**src/rtl/noc_flit_pkg.sv**
```systemverilog
// Shared flit definitions for the NoC injection path: payload width, type tags,
// FSM state encoding and the head/body/tail tagging helper.
package noc_flit_pkg;

   localparam int unsigned NOC_DATA_W = 20;
   localparam int unsigned NOC_FLIT_W = NOC_DATA_W + 2;

   localparam logic [1:0] FLIT_TYPE_BODY   = 2'b00;
   localparam logic [1:0] FLIT_TYPE_HEAD   = 2'b01;
   localparam logic [1:0] FLIT_TYPE_TAIL   = 2'b10;
   localparam logic [1:0] FLIT_TYPE_SINGLE = 2'b11;

   localparam logic [1:0] ST_IDLE   = 2'd0;
   localparam logic [1:0] ST_INJECT = 2'd1;
   localparam logic [1:0] ST_DONE   = 2'd2;

   // A one-flit packet is both first and last, hence SINGLE.
   function automatic logic [1:0] flit_type(input logic is_first, input logic is_last);
      logic [1:0] t;
      if (is_first && is_last) t = FLIT_TYPE_SINGLE;
      else if (is_first)       t = FLIT_TYPE_HEAD;
      else if (is_last)        t = FLIT_TYPE_TAIL;
      else                     t = FLIT_TYPE_BODY;
      return t;
   endfunction

endpackage

```
**src/rtl/sync_fifo_skid.sv**
```systemverilog
// Single-clock skid FIFO with registered occupancy; head word is read combinationally.
// A pop on a full FIFO frees the slot for a same-edge write.
module sync_fifo_skid #(
   parameter int unsigned DATA_W     = 20,
   parameter int unsigned FIFO_DEPTH = 8,
   localparam int unsigned AW = $clog2(FIFO_DEPTH),
   localparam int unsigned LW = AW + 1
) (
   input  logic              clk,
   input  logic              RST,
   input  logic              wr_en,
   input  logic [DATA_W-1:0] wr_data,
   input  logic              rd_en,
   output logic [DATA_W-1:0] rd_data,
   output logic              full,
   output logic              empty,
   output logic [LW-1:0]     level,
   output logic [LW-1:0]     level_nxt
);

   logic [DATA_W-1:0] mem [FIFO_DEPTH];
   logic [AW-1:0]     wr_ptr;
   logic [AW-1:0]     rd_ptr;
   logic              wr_do;
   logic              rd_do;

   assign full    = (level == LW'(FIFO_DEPTH));
   assign empty   = (level == '0);
   assign rd_do   = rd_en && !empty;
   assign wr_do   = wr_en && (!full || rd_do);
   assign rd_data = mem[rd_ptr];

   always_comb begin
      level_nxt = level;
      if (wr_do && !rd_do)      level_nxt = level + LW'(1);
      else if (!wr_do && rd_do) level_nxt = level - LW'(1);
   end

   always_ff @(posedge clk) begin
      if (wr_do) mem[wr_ptr] <= wr_data;
   end

   always_ff @(posedge clk or negedge RST) begin
      if (!RST) begin
         wr_ptr <= '0;
         rd_ptr <= '0;
         level  <= '0;
      end else begin
         if (wr_do) wr_ptr <= wr_ptr + AW'(1);
         if (rd_do) rd_ptr <= rd_ptr + AW'(1);
         level <= level_nxt;
      end
   end

endmodule

```
**src/rtl/flit_inject_ni.sv**
```systemverilog
// NI injection stage: buffers source words, throttles the source, tags flits
// head/body/tail and issues them to the router under credit flow control.
module flit_inject_ni
   import noc_flit_pkg::*;
#(
   parameter int unsigned DATA_W     = NOC_DATA_W,
   parameter int unsigned FIFO_DEPTH = 8,
   parameter int unsigned PKT_LEN    = 30,
   parameter int unsigned CREDITS    = 4,
   parameter int unsigned SKID       = 3,
   localparam int unsigned LW = $clog2(FIFO_DEPTH) + 1
) (
   input  logic              clk,
   input  logic              RST,
   input  logic              start,
   input  logic [DATA_W-1:0] din,
   input  logic              din_valid,
   output logic              src_enable,
   output logic [DATA_W+1:0] flit_out,
   output logic              flit_valid,
   input  logic              credit_in,
   output logic              pkt_done,
   output logic              overflow,
   output logic [LW-1:0]     fifo_level
);

   localparam int unsigned CW = $clog2(CREDITS + 1);
   localparam int unsigned IW = (PKT_LEN > 1) ? $clog2(PKT_LEN) : 1;
   localparam logic [LW-1:0] EN_LIMIT   = LW'(FIFO_DEPTH - SKID);
   localparam logic [CW-1:0] CREDIT_MAX = CW'(CREDITS);
   localparam logic [IW-1:0] IDX_LAST   = IW'(PKT_LEN - 1);

   logic [1:0]        state;
   logic [1:0]        state_nxt;
   logic [CW-1:0]     credit_cnt;
   logic [IW-1:0]     flit_idx;
   logic [DATA_W-1:0] fifo_head;
   logic              fifo_full;
   logic              fifo_empty;
   logic [LW-1:0]     level_nxt;
   logic              issue;
   logic              idx_last;

   sync_fifo_skid #(
      .DATA_W     (DATA_W),
      .FIFO_DEPTH (FIFO_DEPTH)
   ) u_fifo (
      .clk       (clk),
      .RST       (RST),
      .wr_en     (din_valid),
      .wr_data   (din),
      .rd_en     (issue),
      .rd_data   (fifo_head),
      .full      (fifo_full),
      .empty     (fifo_empty),
      .level     (fifo_level),
      .level_nxt (level_nxt)
   );

   assign issue    = (state == ST_INJECT) && !fifo_empty && (credit_cnt != '0);
   assign idx_last = (flit_idx == IDX_LAST);
   assign pkt_done = (state == ST_DONE);

   always_comb begin
      state_nxt = state;
      case (state)
         ST_IDLE:   if (start) state_nxt = ST_INJECT;
         ST_INJECT: if (issue && idx_last) state_nxt = ST_DONE;
         ST_DONE:   state_nxt = ST_IDLE;
         default:   state_nxt = ST_IDLE;
      endcase
   end

   always_ff @(posedge clk or negedge RST) begin
      if (!RST) begin
         state      <= ST_IDLE;
         credit_cnt <= CREDIT_MAX;
         flit_idx   <= '0;
         flit_valid <= 1'b0;
         flit_out   <= '0;
         src_enable <= 1'b0;
         overflow   <= 1'b0;
      end else begin
         state      <= state_nxt;
         // Enable looks at post-edge occupancy so in-flight source words still fit.
         src_enable <= (state_nxt == ST_INJECT) && (level_nxt < EN_LIMIT);
         if (din_valid && fifo_full && !issue) overflow <= 1'b1;

         flit_valid <= issue;
         if (issue) begin
            flit_out <= {flit_type(flit_idx == '0, idx_last), fifo_head};
            flit_idx <= idx_last ? '0 : flit_idx + IW'(1);
         end

         case ({issue, credit_in})
            2'b10:   credit_cnt <= credit_cnt - CW'(1);
            2'b01:   if (credit_cnt != CREDIT_MAX) credit_cnt <= credit_cnt + CW'(1);
            default: credit_cnt <= credit_cnt;
         endcase
      end
   end

endmodule

```
**config.mk**
```make
export PLATFORM = sky130hd
export DESIGN_NAME = flit_inject_ni
export DESIGN_NICKNAME = d
export VERILOG_FILES = /design/src/rtl/noc_flit_pkg.sv /design/src/rtl/sync_fifo_skid.sv /design/src/rtl/flit_inject_ni.sv
export SDC_FILE = /design/constraint.sdc
export NUM_CORES = 1
export LEC_CHECK = 0
export BUFFER_PORTS_ARGS = -buffer_cell sky130_fd_sc_hd__buf_2
export CAP_MARGIN = 15
export CORE_ASPECT_RATIO = 1.75
export CORE_MARGIN = 1.5
export CORE_UTILIZATION = 60
export CTS_CLUSTER_DIAMETER = 60
export DETAILED_ROUTE_END_ITERATION = 7
export PLACE_DENSITY = 0.84
export SLEW_MARGIN = 20
export SYNTH_ARGS = -nofsm -noshare
export SYNTH_HDL_FRONTEND = slang
export SYNTH_SLANG_ARGS = --single-unit
```
**constraint.sdc**
```tcl
create_clock -name clk -period 4.1 [get_ports clk]
set_clock_uncertainty 0.2 [all_clocks]
set_input_delay 0.82 -clock clk [delete_from_list [all_inputs] [get_ports clk]]
set_output_delay 0.82 -clock clk [all_outputs]
set_load 0.02 [all_outputs]
```
# After elaboration in Yosys (flattened, before gate mapping)
# Memories as Yosys holds them, arrays and structs flattened. A register that Yosys moved wholly into a read port is not among the register bits.
# Index checks and enable logic that the tools add are counted.
# totals
register_bits	45
latchBits	0
mem_bits_rw	160
rom_bits	0
input_bits	25
output_inout_bits	30
word_cells	65
memories	1
# classes
n_addsub	7
n_mul	0
div_mod_pow	0
magnitude_cmp	1
eq_ne	9
n_shift	0
n_mux	13
bitwise	0
reduce_logical	24
# mem_list
memory	words	word_bits	rd	rd_clocked_by_memory_dff	wr	line_no	source
u_fifo.mem	8	20	1	1	1	sync_fifo_skid.sv:21	logic [DATA_W-1:0] mem [FIFO_DEPTH];
# op_table
cell	n
1-bit logical AND	11
2-bit two-way mux	5
3-bit by 1-bit adder with 3-bit output (second input constant)	3
4-bit two-way mux	2
2-bit by 1-bit == test with 1-bit output (second input constant)	3
1-bit logical NOT	6
3-bit one-hot mux with 2 select lines	1
5-bit by 1-bit adder with 5-bit output (second input constant)	1
5-bit == test (second input constant)	1
5-bit logical NOT	1
5-bit two-way mux	1
4-bit by 1-bit adder with 4-bit output (second input constant)	1
2-bit == test (second input constant)	2
4-bit == test (second input constant)	1
4-bit logical NOT	1
4-bit by 3-bit less-than comparator with 1-bit output (second input constant)	1
2-bit one-hot mux with 2 select lines	1
4-bit by 1-bit subtractor with 4-bit output (second input constant)	1
3-bit two-way mux	1
3-bit != test (second input constant)	1
3-bit nonzero test	1
3-bit by 1-bit subtractor with 3-bit output (second input constant)	1
2-bit logical NOT	1
1-bit two-way mux	2
other kinds (4)	4

# Depth between registers and ports, before layout
# Gate-level depths: netlist of run 1.
# logic_depth
depth_word	13
ltp_mapped	12
mapped_depth_nobuf	11

# Modules after synthesis
# A second synthesis of run 1 with hierarchy kept.
# hier_totals
hier_cells	462
area_unflattened_um2	8328.0
# by_module_without_submodules
mod	n_inst	cells_each	area_each_um2	seq_area_each_um2
sync_fifo_skid	1	303	6787.8	5054.8
flit_inject_ni	1	159	1540.2	877.1

# Least setup slack after synthesis of run 1
# OpenSTA, ideal clock, no wires.
# synth_timing
kind	input to register
from	input din_valid
to	memory u_fifo.mem[0][0], enable pin
setup_time_ns	0.422
arrival_time_ns	2.840
required_time_ns	3.478
setup_slack_ns	0.638
stages	4
n_path_buf	1
path_cell_list	clkbuf_1 > o21a_1 > nand2b_1 > nor3_1
# synth_via
elab_chain_len	3
# synth_lines
element	line_no	source
from (decl)	flit_inject_ni.sv:17	input logic din_valid,
1-bit logical AND	sync_fifo_skid.sv:30	assign wr_do = wr_en && (!full || rd_do);
1-bit two-way mux	sync_fifo_skid.sv:40	if (wr_do) mem[wr_ptr] <= wr_data;
1-bit two-way mux (implied by the code)	sync_fifo_skid.sv:40	
to (decl)	sync_fifo_skid.sv:21	
# Every way passes these cells.

# Worst setup path in the final report of run 1
# layout_timing
from	register u_fifo.level[1]
to	register credit_cnt[1]
# layout_via
elab_chain_len	7
elab_cells_between_ends	10
classes_between	eq/ne: 3; mux: 1; reduce/logical: 6
# layout_lines
element	line_no	source
from (decl)	sync_fifo_skid.sv:17	output logic [LW-1:0] level,
from (signal assigned)	sync_fifo_skid.sv:51	level <= level_nxt;
4-bit logical NOT *	sync_fifo_skid.sv:28	assign empty = (level == '0);
1-bit logical NOT *	flit_inject_ni.sv:60	assign issue = (state == ST_INJECT) && !fifo_empty && (credit_cnt != '0);
1-bit logical AND * (2 in series)	flit_inject_ni.sv:60	
2-bit by 1-bit == test with 1-bit output or 2-bit == test (tied branches)	flit_inject_ni.sv:95	case ({issue, credit_in})
2-bit != test (no line) or 2-bit nonzero test (tied branches)	-	
2-bit AND reduction (no line)	-	
to (signal assigned)	flit_inject_ni.sv:96	2'b10: credit_cnt <= credit_cnt - CW'(1);
to (signal assigned)	flit_inject_ni.sv:97	2'b01: if (credit_cnt != CREDIT_MAX) credit_cnt <= credit_cnt + CW'(1);
to (signal assigned)	flit_inject_ni.sv:98	default: credit_cnt <= credit_cnt;
to (decl)	flit_inject_ni.sv:35	logic [CW-1:0] credit_cnt;
# Every way passes the cells marked *; elsewhere a longest branch is shown, timed or not.
# A chain may end at the register's enable or synchronous reset.

==> results of run 1 <==
## layout by cell type (no fill, tap or decap), types with 3 or more instances in the layout
| cell type | instances |
|---|---|
| a21o_1 | 3 |
| a21oi_1 | 6 |
| buf_2 | 54 |
| buf_4 | 13 |
| clkbuf_16 | 20 |
| clkinv_2 | 5 |
| dfrtp_1 | 43 |
| edfxtp_1 | 160 |
| ha_1 | 7 |
| inv_1 | 6 |
| inv_6 | 3 |
| mux2i_1 | 23 |
| mux4_2 | 40 |
| nand2_1 | 33 |
| nand2b_1 | 6 |
| nand4_1 | 5 |
| nor2_1 | 9 |
| nor2_2 | 6 |
| nor2b_1 | 3 |
| nor3_2 | 3 |
| o21ai_0 | 30 |
| o22ai_1 | 3 |
| xnor2_1 | 3 |
## sequential cells by signal (all words and copies together) (netlist names)
name	cells
flit_idx	5
flit_out	22
u_fifo.level	4
state	2
overflow	1
u_fifo.wr_ptr	3
u_fifo.rd_ptr	3
src_enable	1
u_fifo.mem	160
flit_valid	1
credit_cnt	3
## power by group
part	internal (mW)	switching [mW]
combinational	0.966	1.27
clock	0.939	0.731
sequential	2.73	0.342
## stage by stage
step                      hold slack, ps  total power, mW
after global placement             244.0            5.231
after floorplan                    266.4            4.706
final                              165.5            6.975
after CTS                          186.2            7.039
after global routing               219.0            7.346
after detailed placement           257.0            5.363
## final timing paths
path / startpoint / to / slack (ps) / depth (start not counted)
setup / recovery: u_fifo.level[1]$_DFF_PN0_ / credit_cnt[1]$_DFFE_PN0P_ / 1010 / 9
hold / removal: RST / credit_cnt[0]$_DFFE_PN0P_ / 170 / 1
setup reg to reg: u_fifo.level[1]$_DFF_PN0_ / credit_cnt[1]$_DFFE_PN0P_ / 1010 / 9
hold reg to reg: overflow$_DFFE_PN0P_ / overflow$_DFFE_PN0P_ / 260 / 1
max in group asynchronous: RST / u_fifo.wr_ptr[1]$_DFFE_PN0P_ / 2840 / 2
min in group clk: overflow$_DFFE_PN0P_ / overflow$_DFFE_PN0P_ / 260 / 1
## area by class of cell
cell class,instances,area share
sequential,205,0.6405
multi-input combinational,217,0.2280
timing repair buffer,67,0.03971
inverter,8,0.003377
clock buffer,24,0.05781
tap,174,0.02350
clock inverter,10,0.007158
## worst reg2reg max path, delay by kind of cell (launching register included)
family	cells	cell delay, ps
DFF	1	440
AOI/OAI and AO/OA	1	220
adders and majority gates	2	760
muxes	1	100
and+or+nand+nor	3	1080
buffers and inverters	2	190
## layer usage
metal	track usage	wire, microns
met2	0.3930	8282
met5	0	0
met1	0.2922	5854
met4	0.08705	340
met3	0.02754	726
## cell families (layout without fill, tap and decap cells)
family	Yosys count	after routing
flip-flops	205	205
AND/OR/NAND/NOR	81	81
multiplexers	64	64
AO/OA/AOI/OAI	60	60
buffers and inverters	33	109
adder cells (fa/ha/maj)	8	8
XOR/XNOR	4	4
==> summary.txt, run 1 <==
Status
  – Status: completed

Global route
  – First-pass GRT wire length: 24560 microns
  – Initial antenna violation count: 0
  – Total Routing Usage GR: 0.2259
  – Gr ovfl total: 0
  – Number of global-route vias before repair: 4510
  – Largest net degree at the start of global routing: 57

Synthesis
  – Post-synth EDFFs: 160
  – Synth Instances: 455
  – Ys async rst share: 0.2195
  – Post-synth top area share: 0.5880
  – Most frequent cell after synthesis: edfxtp_1
  – Synth Area in Adders: 0.01317
  – Mux cell area share after synthesis: 0.1398
  – Yosys reg bits: 205
  – Synth Area per Inst: 17.96 sq um
  – Largest family of logic cells by synthesized area: multiplexers
  – Synth area leaders: edfxtp_1, dfrtp_1, mux4_2, mux2i_1, o21ai_0
  – Synth unique cells: between 50 and 60
  – Primary FF master, synth: edfxtp_1
  – Mapped Area: 8172 sq um
  – Register area share after synthesis: 0.7259
  – Xor-xnor portion of the synthesized cell area: 0.004287
  – Compound-Gate Fraction of Synth Area: 0.04685
  – Synth warn: 0
  – Simple-gate share of the synthesized area: 0.05129
  – Dominant cell type by area after synthesis: edfxtp_1
  – Top cells by count, synth: edfxtp_1, dfrtp_1, mux4_2
  – Net Count, Synth: 488

Setup path
  – CP bufs+invs: 2
  – Req. time, crit path: ~4300 ps
  – CP peak stage delay: 530 ps
  – Worst Path Arrival: ~3300 ps
  – Crit path max fanout: 56
  – CP Cell Sequence: inv_1 > ha_1 > nor3b_2 > or3_4 > and2_4 > clkinv_2 > fa_1 > o22ai_1 > mux2i_1
  – CP max stage cell: or3_4
  – Crit path max-delay family: simple AND/OR/NAND/NOR gates
  – Startpoint Class: flip-flop
  – Endpoint class of the critical path: flip-flop
  – Crit path kind: reg2reg

Clock network
  – Longest Clk Path Bufs: 3
  – Post-CTS setup buffers: 0
  – Clock H-tree levels: 1
  – CTS tree: done
  – Cts hold-fix bufs: 0
  – CTS clk-pin slew, worst paths: ~70 ps
  – CTS Root Cell: clkbuf_16
  – Clock buffer count from CTS: 19
  – # clock sinks: 205
  – PostCTS Resize Cnt: 0
  – Clk_lat worst skew: 480 ps

Run
  – Max-cap viol count: 0

Finish
  – Share of layout cells above drive strength 1: 0.3051
  – Area of the multi-input gates: roughly 2100 sq um
  – Final net count: between 500 and 600
  – P&R area growth vs syn: 13.37%
  – Number of antenna diodes: 0
  – Final core occ: 0.6922
  – Fill cells: 859
  – Sequential cell area: 5933 sq um
  – Design Area, Final: 9264 sq um
  – Post-Layout Cell Count: 705

Die
  – Die extent in y: 157.4 microns
  – Die W: 91.22 microns
  – Starting density of the core: 0.6106
  – Die area: roughly 14000 sq um
  – Rows: 56
  – Core Box Area: 13380 sq um
  – Ports: 55

Route
  – Vias per inst: about 6.1
  – TritonRoute pass-1 iters: 4
  – Residual DRC count: 0
  – WL per Instance: 21.57 microns
  – Post-DRT Antenna Nets: 0
  – Routed wire length: roughly 15000 microns
  – Vias: about 4.3k
  – DRT iter0 DRCs: 341

Placed design
  – Dpl cells: around 670
  – Pre-CTS setup slack: 1057 ps
  – # port buffers: 54
  – DPL Wire Length: 9655 microns
  – Routability cong.: ~0.85
  – DP Area: between 8000 and 9000 sq um

Timing
  – Worst Tran Pin Value: 671.5 ps
  – Max Fclk: 323.8 MHz
  – Setup_tns: 0 ps
  – Setup WS post-layout: about 1000 ps
  – Final setup fails: 0
  – Post-route minimum period: 3089 ps
  – Max-slew headroom: 0.5523
  – Slew Viols, Final: 0
  – Hold Fails Final Rpt: 0
  – RSZ-0062 raised after global routing: no
  – Crit share post-route: 0.7533

Power and ir drop
  – Worst IR Drop VDD: 0.0004011 V
  – Leak: roughly 3.3 nW
  – Cell Pwr Density: 752.9 nW/um^2

Hold path
  – Hold WC Path Type: in2async
Note: power is estimated with default switching activity, not from simulation.
==> inputs of run 2 (changes only) <==
Settings changed: ABC_AREA set to 1, CORE_UTILIZATION 60 to 54, PLACE_DENSITY 0.84 to 0.8.
Clock period 4.1 ns to 2.6 ns, I/O delays scaled along.
==> run 2 against run 1 <==
Compared with the run above:
- flip-flop and latch count unchanged
- sequential share of layout area decreased by 0.72 points
- global-route usage rose by 0.59 points
- hold slack worse by 51 ps
- first-iteration DRC count grew 30%
- die area up 10%
- combinational power is 93% higher
- non-clock buffer count grew 9
- core utilization fell by 5.8 points
- synthesized cell count rose by 40%
- maximum frequency is 27% higher
- total power grew 67%
- largest power group unchanged
- highest routed layer unchanged
==> summary.txt, run 2 <==
Route
  – Max layer used: met4
  – Routed wire length: 17660 microns
  – Post-DRT Antenna Nets: 0
  – Wl on met1: 6258 microns
  – Residual DRC count: 0
  – Vias per inst: 5.993
  – DRT iter0 DRCs: between 400 and 500
  – TritonRoute pass-1 iters: 7
  – Met2 Wirelength: between 9000 and 10000 microns
  – Met3 WL: between 1000 and 1500 microns
  – WL per Instance: 19.76 microns
  – Vias: 5358

Finish
  – Max reg flops: 160
  – P&R area growth vs syn: 15.32%
  – Most frequent cells in the layout: edfxtp_1, nor2_1, o21ai_0, nand2_1, buf_2
  – Final net count: between 700 and 800
  – Sequential cell area: 5933 sq um
  – Largest regs: u_fifo.mem x160, flit_out x22, flit_idx x5
  – Most common cell after layout, fill and taps aside: edfxtp_1
  – Design Area, Final: 9369 sq um
  – Top reg by flops: u_fifo.mem
  – Fill cells: 1078
  – Share of layout cells above drive strength 1: 0.1702
  – Number of antenna diodes: 0
  – Area of the multi-input gates: 1974 sq um

Die
  – Die area: about 16000 sq um
  – Die extent in y: 165.3 microns
  – Ports: 55
  – Die W: 95.72 microns
  – Core Box Area: 14760 sq um
  – Rows: 59
  – Starting density of the core: 0.5503

Power and ir drop
  – Net Switching: ~4.4 mW
  – Leak: approximately 3.5 nW
  – Sw Ratio: 0.3783
  – Seq pwr share: 0.394
  – Comb power frac: 0.372
  – Worst IR Drop VDD: 0.0007045 V
  – Cell Pwr Density: 1240 nW/um^2
  – Clock power share: 0.234
  – Pint: roughly 7.2 mW

Synthesis
  – Yosys reg bits: 205
  – Dominant cell type by area after synthesis: edfxtp_1
  – Synth unique cells: 35
  – Synth Area per Inst: around 13 sq um
  – Net Count, Synth: 671
  – Most frequent cell after synthesis: edfxtp_1
  – Register area share after synthesis: 0.7302
  – Mapped Area: roughly 8100 sq um
  – Synth warn: 0
  – Synth Instances: 638
  – Top cells by count, synth: edfxtp_1, nor2_1, o21ai_0
  – Ys async rst share: 0.2195
  – Synth area leaders: edfxtp_1, dfrtp_1, o21ai_0, nor2_1, o221ai_1
  – Post-synth EDFFs: between 150 and 200
  – Post-synth top area share: 0.5914
  – Primary FF master, synth: edfxtp_1

Status
  – Status: completed

Placed design
  – DPL Wire Length: 10720 microns
  – # port buffers: 54
  – Routability cong.: between 0.8 and 0.9
  – DP Area: 8746 sq um
  – Pre-CTS setup slack: 231.3 ps

Clock network
  – CTS Root Cell: clkbuf_16
  – PostCTS Resize Cnt: 0
  – Longest Clk Path Bufs: 3
  – Clock buffer count from CTS: 18
  – CTS clk-pin slew, worst paths: 70 ps
  – Cts hold-fix bufs: 1
  – CTS tree: done
  – Clock H-tree levels: 1
  – Clk_lat worst skew: 480 ps
  – # clock sinks: 205
  – Post-CTS setup buffers: 0

Setup path
  – Endpoint class of the critical path: flip-flop
  – Worst Path Arrival: 2380 ps
  – Startpoint Class: flip-flop
  – Crit path kind: reg2reg
  – Req. time, crit path: between 2000 and 3000 ps
  – Crit path max fanout: 20

Timing
  – Hold Slack: 114.2 ps
  – Post-route minimum period: between 2000 and 2500 ps
  – Final setup fails: 0
  – Setup WS post-layout: 170.0 ps
  – RSZ-0062 raised after global routing: no
  – Hold Fails Final Rpt: 0
  – Setup_tns: 0 ps
  – Worst Tran Pin Value: 757.1 ps
  – Slew Viols, Final: 0
  – Max-slew headroom: 0.4953
  – Max Fclk: 411.5 MHz
  – Crit share post-route: 0.9346

Global route
  – First-pass GRT wire length: 27500 microns
  – Initial antenna violation count: 0
  – Number of global-route vias before repair: ~5.6k
  – Gr ovfl total: 0
  – Largest net degree at the start of global routing: slightly above 80
  – Total Routing Usage GR: 0.2318

Hold path
  – Hold WC Path Type: in2reg

Run
  – Max-cap viol count: 0
## run 2: cell type report
| type | count | share of cell area |
|---|---|---|
| Timing Repair Buffer | 76 | 0.05609 |
| Inverter | 25 | 0.01002 |
| Sequential cell | 205 | 0.6333 |
| Tap cell | 183 | 0.02444 |
| Clock buffer | 22 | 0.05409 |
| Multi-Input combinational cell | 373 | 0.2107 |
| Clock inverter | 10 | 0.01135 |
## run 2: critical path, stage by stage, from the launching register on
cell and delay [ps]:
dfrtp_1 410, inv_1 100, ha_1 270, nand3_2 130
nand3_2 130, nand4_2 140, nand3_1 190, nor2_1 160
buf_4 350
## run 2: worst paths after layout
check,startpoint,to,slack (ps),cells after the start
min in group asynchronous,RST,flit_out[11]$_DFFE_PN0N_,360,2
max in group asynchronous,RST,flit_out[18]$_DFFE_PN0N_,1170,3
max reg2reg,u_fifo.level[0]$_DFF_PN0_,u_fifo.mem[1][11]$_DFFE_PP_,170,8
max,u_fifo.level[0]$_DFF_PN0_,u_fifo.mem[1][11]$_DFFE_PP_,170,8
min,din[10],u_fifo.mem[6][10]$_DFFE_PP_,110,1
min reg2reg,overflow$_DFFE_PN0P_,overflow$_DFFE_PN0P_,270,1
## run 2: per-stage QoR
step | total power [mW] | util | instances
final | 11.61 | 0.6346 | 894
after global routing | 12.31 | 0.6346 | 894
after CTS | 11.66 | 0.6346 | 894
after detailed placement | 8.897 | 0.5924 | 861
after global placement | 8.627 | 0.5924 | 861
after floorplan | 7.513 | - | 638
## run 2: kinds of logic after synthesis
| family | Yosys count | share of synthesized area |
|---|---|---|
| fa+ha+maj | 8 | 0.01324 |
| buf+inv | 60 | 0.02988 |
| xor+xnor | 8 | 0.008625 |
| compound gates | 140 | 0.1060 |
| simple gates | 217 | 0.1121 |
| flops | 205 | 0.7302 |
## run 2: power groups by stage
| stage | sequential (mW) | clock [mW] | combinational (mW) |
|---|---|---|---|
| 2_1_floorplan | 4.84 | 0 | 2.68 |
| 3_3_place_gp | 4.59 | 0 | 4.04 |
| 3_5_place_dp | 4.63 | 0 | 4.27 |
| 4_1_cts | 4.57 | 2.76 | 4.33 |
| 5_1_grt | 4.63 | 2.89 | 4.78 |
| 6_report | 4.58 | 2.72 | 4.32 |
## run 2: layer usage
metal	vias up	track usage
li1	2437	-
met1	2650	0.2667
met2	219	0.4168
met3	52	0.03159
met4	0	0.1090
met5	-	0
